--- config.mk ---
export PLATFORM = sky130hd
export DESIGN_NAME = vga_mem_port_a_arbiter_flat
export DESIGN_NICKNAME = d
export VERILOG_FILES = /design/src/rtl/vga_mem_port_a_arbiter_if.sv /design/src/rtl/vga_mem_port_a_arbiter.sv /design/src/flat_wrapper.sv
export SDC_FILE = /design/constraint.sdc
export NUM_CORES = 1
export LEC_CHECK = 0
export BUFFER_PORTS_ARGS = -buffer_cell sky130_fd_sc_hd__buf_2
export CAP_MARGIN = 20
export CORE_UTILIZATION = 45
export CTS_CLUSTER_SIZE = 14
export DETAILED_ROUTE_END_ITERATION = 16
export PLACE_DENSITY_LB_ADDON = 0.15
export SETUP_SLACK_MARGIN = 0.2
export SLEW_MARGIN = 20
export SYNTH_ARGS = -nofsm -noshare
export SYNTH_HDL_FRONTEND = slang
export SYNTH_SLANG_ARGS = --single-unit
--- constraint.sdc ---
create_clock -name clk -period 2.2 [get_ports clk]
set_input_delay 0.22 -clock clk [delete_from_list [all_inputs] [get_ports clk]]
set_output_delay 0.22 -clock clk [all_outputs]
set_load 0.01 [all_outputs]
--- src/rtl/vga_mem_port_a_arbiter_if.sv ---
// Port A bus of the VGA frame memory arbiter: requester
// handshakes, clear-engine control and the raw memory port.
interface vga_mem_port_a_arbiter_if #(
    parameter int DATA_WIDTH = 8,
    parameter int ADDR_WIDTH = 16
);
    logic                  clr_start;
    logic [DATA_WIDTH-1:0] clr_color;
    logic                  clr_busy;
    logic                  clr_done;

    logic                  w_req;
    logic [ADDR_WIDTH-1:0] w_addr;
    logic [DATA_WIDTH-1:0] w_data;
    logic                  w_gnt;

    logic                  r_req;
    logic [ADDR_WIDTH-1:0] r_addr;
    logic                  r_gnt;
    logic                  r_valid;
    logic [DATA_WIDTH-1:0] r_data;

    logic [ADDR_WIDTH-1:0] mem_addr_a;
    logic [DATA_WIDTH-1:0] mem_data_a;
    logic                  mem_we_a;
    logic [DATA_WIDTH-1:0] mem_q_a;

    // Arbiter side.
    modport slave (
        input  clr_start, clr_color,
        input  w_req, w_addr, w_data,
        input  r_req, r_addr,
        input  mem_q_a,
        output clr_busy, clr_done,
        output w_gnt, r_gnt, r_valid, r_data,
        output mem_addr_a, mem_data_a, mem_we_a
    );

    // Requester / memory side.
    modport master (
        output clr_start, clr_color,
        output w_req, w_addr, w_data,
        output r_req, r_addr,
        output mem_q_a,
        input  clr_busy, clr_done,
        input  w_gnt, r_gnt, r_valid, r_data,
        input  mem_addr_a, mem_data_a, mem_we_a
    );
endinterface

--- src/rtl/vga_mem_port_a_arbiter.sv ---
// Port A owner of the VGA frame memory: round-robin write/read
// arbitration plus a full-memory clear engine; outputs registered.
module vga_mem_port_a_arbiter #(
    parameter int DATA_WIDTH = 8,
    parameter int ADDR_WIDTH = 16
) (
    input  logic clk,
    input  logic rst,
    vga_mem_port_a_arbiter_if.slave bus
);
    typedef enum logic {
        IDLE  = 1'b0,
        CLEAR = 1'b1
    } state_t;

    localparam logic [ADDR_WIDTH:0] CNT_END = {1'b1, {ADDR_WIDTH{1'b0}}};
    localparam logic [ADDR_WIDTH:0] CNT_ONE = {{ADDR_WIDTH{1'b0}}, 1'b1};

    state_t                state_q;
    logic                  prio_w_q;
    logic                  w_gnt_q;
    logic                  r_gnt_q;
    logic                  we_q;
    logic                  busy_q;
    logic                  done_q;
    logic                  rd_pend_q;
    logic                  r_valid_q;
    logic [ADDR_WIDTH-1:0] addr_q;
    logic [DATA_WIDTH-1:0] data_q;
    logic [DATA_WIDTH-1:0] color_q;
    logic [DATA_WIDTH-1:0] r_data_q;
    logic [ADDR_WIDTH:0]   cnt_q;

    logic w_elig;
    logic r_elig;
    logic pick_w;
    logic pick_r;
    logic arb_en;
    logic clr_last;

    // Eligibility excludes a requester whose grant is still showing,
    // so nobody is served on two consecutive edges.
    always_comb begin
        w_elig   = bus.w_req & ~w_gnt_q;
        r_elig   = bus.r_req & ~r_gnt_q;
        pick_w   = w_elig & (~r_elig | prio_w_q);
        pick_r   = r_elig & ~pick_w;
        clr_last = (cnt_q == CNT_END);
        arb_en   = ((state_q == IDLE) & ~bus.clr_start) |
                   ((state_q == CLEAR) & clr_last);
    end

    // Controller FSM, read return pipeline and all registered outputs.
    always_ff @(posedge clk or posedge rst) begin
        if (rst) begin
            state_q   <= IDLE;
            prio_w_q  <= 1'b1;
            w_gnt_q   <= 1'b0;
            r_gnt_q   <= 1'b0;
            we_q      <= 1'b0;
            busy_q    <= 1'b0;
            done_q    <= 1'b0;
            rd_pend_q <= 1'b0;
            r_valid_q <= 1'b0;
            addr_q    <= '0;
            data_q    <= '0;
            color_q   <= '0;
            r_data_q  <= '0;
            cnt_q     <= '0;
        end else begin
            w_gnt_q   <= 1'b0;
            r_gnt_q   <= 1'b0;
            done_q    <= 1'b0;
            rd_pend_q <= r_gnt_q;
            r_valid_q <= rd_pend_q;
            if (rd_pend_q) begin
                r_data_q <= bus.mem_q_a;
            end

            unique case (state_q)
                IDLE: begin
                    if (bus.clr_start) begin
                        state_q <= CLEAR;
                        color_q <= bus.clr_color;
                        data_q  <= bus.clr_color;
                        addr_q  <= '0;
                        we_q    <= 1'b1;
                        busy_q  <= 1'b1;
                        cnt_q   <= CNT_ONE;
                    end
                end
                CLEAR: begin
                    if (clr_last) begin
                        state_q <= IDLE;
                        we_q    <= 1'b0;
                        busy_q  <= 1'b0;
                        done_q  <= 1'b1;
                    end else begin
                        addr_q <= cnt_q[ADDR_WIDTH-1:0];
                        data_q <= color_q;
                        we_q   <= 1'b1;
                        cnt_q  <= cnt_q + CNT_ONE;
                    end
                end
                default: state_q <= IDLE;
            endcase

            // Grant decision; also taken on the edge that ends a clear.
            if (arb_en) begin
                we_q <= pick_w;
                if (pick_w) begin
                    w_gnt_q  <= 1'b1;
                    prio_w_q <= 1'b0;
                    addr_q   <= bus.w_addr;
                    data_q   <= bus.w_data;
                end
                if (pick_r) begin
                    r_gnt_q  <= 1'b1;
                    prio_w_q <= 1'b1;
                    addr_q   <= bus.r_addr;
                end
            end
        end
    end

    assign bus.clr_busy   = busy_q;
    assign bus.clr_done   = done_q;
    assign bus.w_gnt      = w_gnt_q;
    assign bus.r_gnt      = r_gnt_q;
    assign bus.r_valid    = r_valid_q;
    assign bus.r_data     = r_data_q;
    assign bus.mem_addr_a = addr_q;
    assign bus.mem_data_a = data_q;
    assign bus.mem_we_a   = we_q;
endmodule

--- src/flat_wrapper.sv ---
// flat-port wrapper written by rule: the top's interface ports become plain ports
module vga_mem_port_a_arbiter_flat 
#(
    parameter int DATA_WIDTH = 8,
    parameter int ADDR_WIDTH = 16
)
  (clk, rst, bus_clr_start, bus_clr_color, bus_w_req, bus_w_addr, bus_w_data, bus_r_req, bus_r_addr, bus_mem_q_a, bus_clr_busy, bus_clr_done, bus_w_gnt, bus_r_gnt, bus_r_valid, bus_r_data, bus_mem_addr_a, bus_mem_data_a, bus_mem_we_a);
  vga_mem_port_a_arbiter_if #(.DATA_WIDTH(DATA_WIDTH), .ADDR_WIDTH(ADDR_WIDTH)) bus_i ();
  input  logic clk;
  input  logic rst;
  input wire logic [$bits(bus_i.clr_start)-1:0] bus_clr_start;
  input wire logic [$bits(bus_i.clr_color)-1:0] bus_clr_color;
  input wire logic [$bits(bus_i.w_req)-1:0] bus_w_req;
  input wire logic [$bits(bus_i.w_addr)-1:0] bus_w_addr;
  input wire logic [$bits(bus_i.w_data)-1:0] bus_w_data;
  input wire logic [$bits(bus_i.r_req)-1:0] bus_r_req;
  input wire logic [$bits(bus_i.r_addr)-1:0] bus_r_addr;
  input wire logic [$bits(bus_i.mem_q_a)-1:0] bus_mem_q_a;
  output wire logic [$bits(bus_i.clr_busy)-1:0] bus_clr_busy;
  output wire logic [$bits(bus_i.clr_done)-1:0] bus_clr_done;
  output wire logic [$bits(bus_i.w_gnt)-1:0] bus_w_gnt;
  output wire logic [$bits(bus_i.r_gnt)-1:0] bus_r_gnt;
  output wire logic [$bits(bus_i.r_valid)-1:0] bus_r_valid;
  output wire logic [$bits(bus_i.r_data)-1:0] bus_r_data;
  output wire logic [$bits(bus_i.mem_addr_a)-1:0] bus_mem_addr_a;
  output wire logic [$bits(bus_i.mem_data_a)-1:0] bus_mem_data_a;
  output wire logic [$bits(bus_i.mem_we_a)-1:0] bus_mem_we_a;
  assign bus_i.clr_start = bus_clr_start;
  assign bus_i.clr_color = bus_clr_color;
  assign bus_i.w_req = bus_w_req;
  assign bus_i.w_addr = bus_w_addr;
  assign bus_i.w_data = bus_w_data;
  assign bus_i.r_req = bus_r_req;
  assign bus_i.r_addr = bus_r_addr;
  assign bus_i.mem_q_a = bus_mem_q_a;
  assign bus_clr_busy = bus_i.clr_busy;
  assign bus_clr_done = bus_i.clr_done;
  assign bus_w_gnt = bus_i.w_gnt;
  assign bus_r_gnt = bus_i.r_gnt;
  assign bus_r_valid = bus_i.r_valid;
  assign bus_r_data = bus_i.r_data;
  assign bus_mem_addr_a = bus_i.mem_addr_a;
  assign bus_mem_data_a = bus_i.mem_data_a;
  assign bus_mem_we_a = bus_i.mem_we_a;
  vga_mem_port_a_arbiter #(.DATA_WIDTH(DATA_WIDTH), .ADDR_WIDTH(ADDR_WIDTH)) u_core (.clk(clk), .rst(rst), .bus(bus_i));
endmodule
==> results.yml <==
power_and_ir_drop:
  switching_share: 0.345
  power.density_nw_per_um2: 972
  seq_power_share: 0.469
  p_leak_uw: 0.00189
  internal-power_uw: 2500
  pwr-share-clk: 0.231
  switching_power_uw: 1320
  ir_worst_vdd_mv: 0.614
  power_frac_comb: 0.300
route:
  drc: 0
  drt_iter0_drc: 209
  viasPerCell: 5.85
  drtPass1Iterations: 6
  vias: 2797
  drtAntennaViolNets: 0
  drt_wl_total_um: 7970
  wl_per_cell_um: 16.7
finish:
  drive_gt1_frac: 0.382
  nets: 459
  area_growth_pct: 26.2
  n_antenna_cell: 0
  n_fill_cell: 588
  multi_input_area_um2: 1340
  final_area_um2: 3930
  seqCellArea_um2: 1650
  final_cells: 478
  utilization: 0.602
critical_path:
  endpoint_kind: "flip-flop"
  crit_arrival_ps: 2130
  start_kind: "flip-flop"
  crit_type: "reg -> reg"
  worstPathRequired_ps: 2420
  r2r_start: "u_core.cnt_q[1]"
  worst-r2r-setup-slack_ps: 290
  crit_path_start: "u_core.cnt_q[1]"
  cp_max_fo: 19
logic_synthesis:
  synthAdderAreaFrac: 0.00803
  synth_edf_count: 0
  synth_compound_area_frac: 0.195
  syn_inst: 292
  syn_avg_cell_area_um2: 10.7
  synth_most_common_cell: "dfrtp_1"
  synth_top_family_by_area: "compound AO/OA/AOI/OAI gates"
  async_reset_ff_frac: 1.00
  ys_ff_latch: 66
  synth-simple-area-share: 0.178
  synth_top_area_frac: 0.522
  synth_mux_area_frac: 0.0289
  synth-xor-area-share: 0.0141
  synth_area_leaders: "dfrtp_1, nand2_1, a222oi_1"
  ys.flop_type: "dfrtp_1"
  ys_seq_area_frac: 0.531
  synth_top_area_cell: "dfrtp_1"
  ys.warnings.count: 0
  synth_commonest_cells: "dfrtp_1, nand2_1, a222oi_1"
  synth_cell_type_count: 56
  syn-cell-area_um2: 3120
  synth_nets: 355
placement:
  dpl_cell_area_um2: 3710
  dpl.hpwl_um: 5660
  port-buffer-count: 98
  routabilityCongestion: 0.830
  dp.cells: 458
hold_path:
  min_path_type: "in -> reg"
  worstHoldStart: "bus_clr_color[0]"
timing:
  max_clock_freq_mhz: 524
  slew_violations: 0
  fin_setup_tns_ps: 0
  holdWs_ps: 98.5
  rsz0062_at_grt: "false"
  period_share: 0.868
  period_minus_slack_ps: 1910
  finalSetupViolations: 0
  slew_headroom: 0.556
  final_hold_viol_count: 0
  tightest_slew_ps: 661
  skew_ps: 8.03
global_routing:
  antenna_found_initial: 0
  first_global_vias: 2618
  grt_max_degree: 33
  grt_usage: 0.231
  grt_pass1_wl_um: 13100
  overflow: 0
flow_run:
  cap_violations: 0
floorplanning:
  core_area_um2: 6530
  ios: 99
  die_w_um: 85.2
  start_util: 0.477
  die_area_um2: 7260
  die_height_um: 85.2
  row_count: 29
clock_tree:
  cts_tree: "built"
  htree_levels: 3
  clk_pin_slew_ps: 70
  cts_made_buffers: 9
  clockRootBuffer: "clkbuf_8"
  clk_latency_ps: 330
  cts_buffer_depth: 2
  cts.sinks: 66
run_status:
  status: "complete, no violations"
==> power by group through the flow <==
stage / sequential (µW) / combinational [µW] / clock (µW)
4_1_cts: 1790 / 1140 / 904
2_1_floorplan: 1830 / 640 / 0
3_5_place_dp: 1810 / 1130 / 0
6_report: 1790 / 1150 / 883
3_3_place_gp: 1800 / 1100 / 0
5_1_grt: 1830 / 1270 / 957
==> layout make-up <==
type / instances / area share
multi-input combinational: 193 / 0.339
inverter: 12 / 0.0121
clock buffer: 11 / 0.0360
timing repair buffer: 114 / 0.160
sequential: 66 / 0.420
clock inverter: 5 / 0.00764
tap: 77 / 0.0245
==> metrics by stage <==
step | power [µW] | setup WS, ps
2_1_floorplan | 2470 | 327
3_3_place_gp | 2890 | 230
3_5_place_dp | 2940 | 174
4_1_cts | 3830 | 209
5_1_grt | 4050 | 189
6_report | 3820 | 291
==> timing repair <==
| item | 4_1_cts | 5_1_grt |
|---|---|---|
| gates resized for setup | 1 | 5 |
| hold buffers | 1 | 0 |
| setup buffers | 0 | 3 |
| hold endpoints to repair | 24 | 0 |
| gates cloned | 0 | 0 |
| pin swaps | 0 | 2 |
| endpoints found under the setup margin | 2 | 28 |
==> critical path, stage by stage (launching register included) <==
cell	delay (ps)
dfrtp_1	410
inv_1	120
ha_1	170
nor4b_4	240
a41oi_2	250
nor2_4	250
inv_4	130
a41o_1	230
==> cells in the final DEF (no fill, tap or decap), types with 10 or more instances in the layout <==
master,Yosys,routed
nand3_1,12,12
a222oi_1,16,16
buf_2,8,98
inv_1,11,10
o21ai_1,13,13
clkbuf_8,0,10
nor4_1,11,11
dfrtp_1,65,65
nand2_1,45,45
buf_4,0,13
==> layer usage <==
layer,track usage,vias up,share of wire
met1,0.338,1364,0.47
met4,0.0678,0,0.0090
li1,-,1315,-
met5,0,-,0
met2,0.349,111,0.46
met3,0.0477,7,0.066
==> path summary, 6_finish.rpt <==
kind                                endpoint  cells after the start
max in group asynchronous    u_core.prio_w_q                      4
min reg2reg                 u_core.rd_pend_q                      0
max reg2reg                  u_core.cnt_q[8]                      7
max                          u_core.cnt_q[8]                      7
min                        u_core.color_q[0]                      3
min in group asynchronous   u_core.bus.w_gnt                      3
==> flip-flops by register name, summed over array words and instances (netlist names) <==
| name | count |
|---|---|
| u_core.cnt_q | 17 |
| u_core.bus.clr_done | 1 |
| u_core.prio_w_q | 1 |
| u_core.color_q | 8 |
| u_core.bus.mem_data_a | 8 |
| u_core.bus.mem_addr_a | 16 |
| u_core.state_q | 1 |
| u_core.bus.r_gnt | 1 |
| u_core.bus.r_valid | 1 |
| u_core.bus.r_data | 8 |
| u_core.rd_pend_q | 1 |
| u_core.bus.mem_we_a | 1 |
| u_core.bus.w_gnt | 1 |
| u_core.bus.clr_busy | 1 |
==> logic make-up (layout without fill, tap and decap cells) <==
logic type	after synthesis	after routing
buffers and inverters	33	142
AND/OR/NAND/NOR	99	99
multiplexers	8	8
flip-flops	66	66
XOR/XNOR	5	5
adder cells (fa/ha/maj)	2	2
AO/OA/AOI/OAI	79	79
Power figures use the tool's default switching activity.
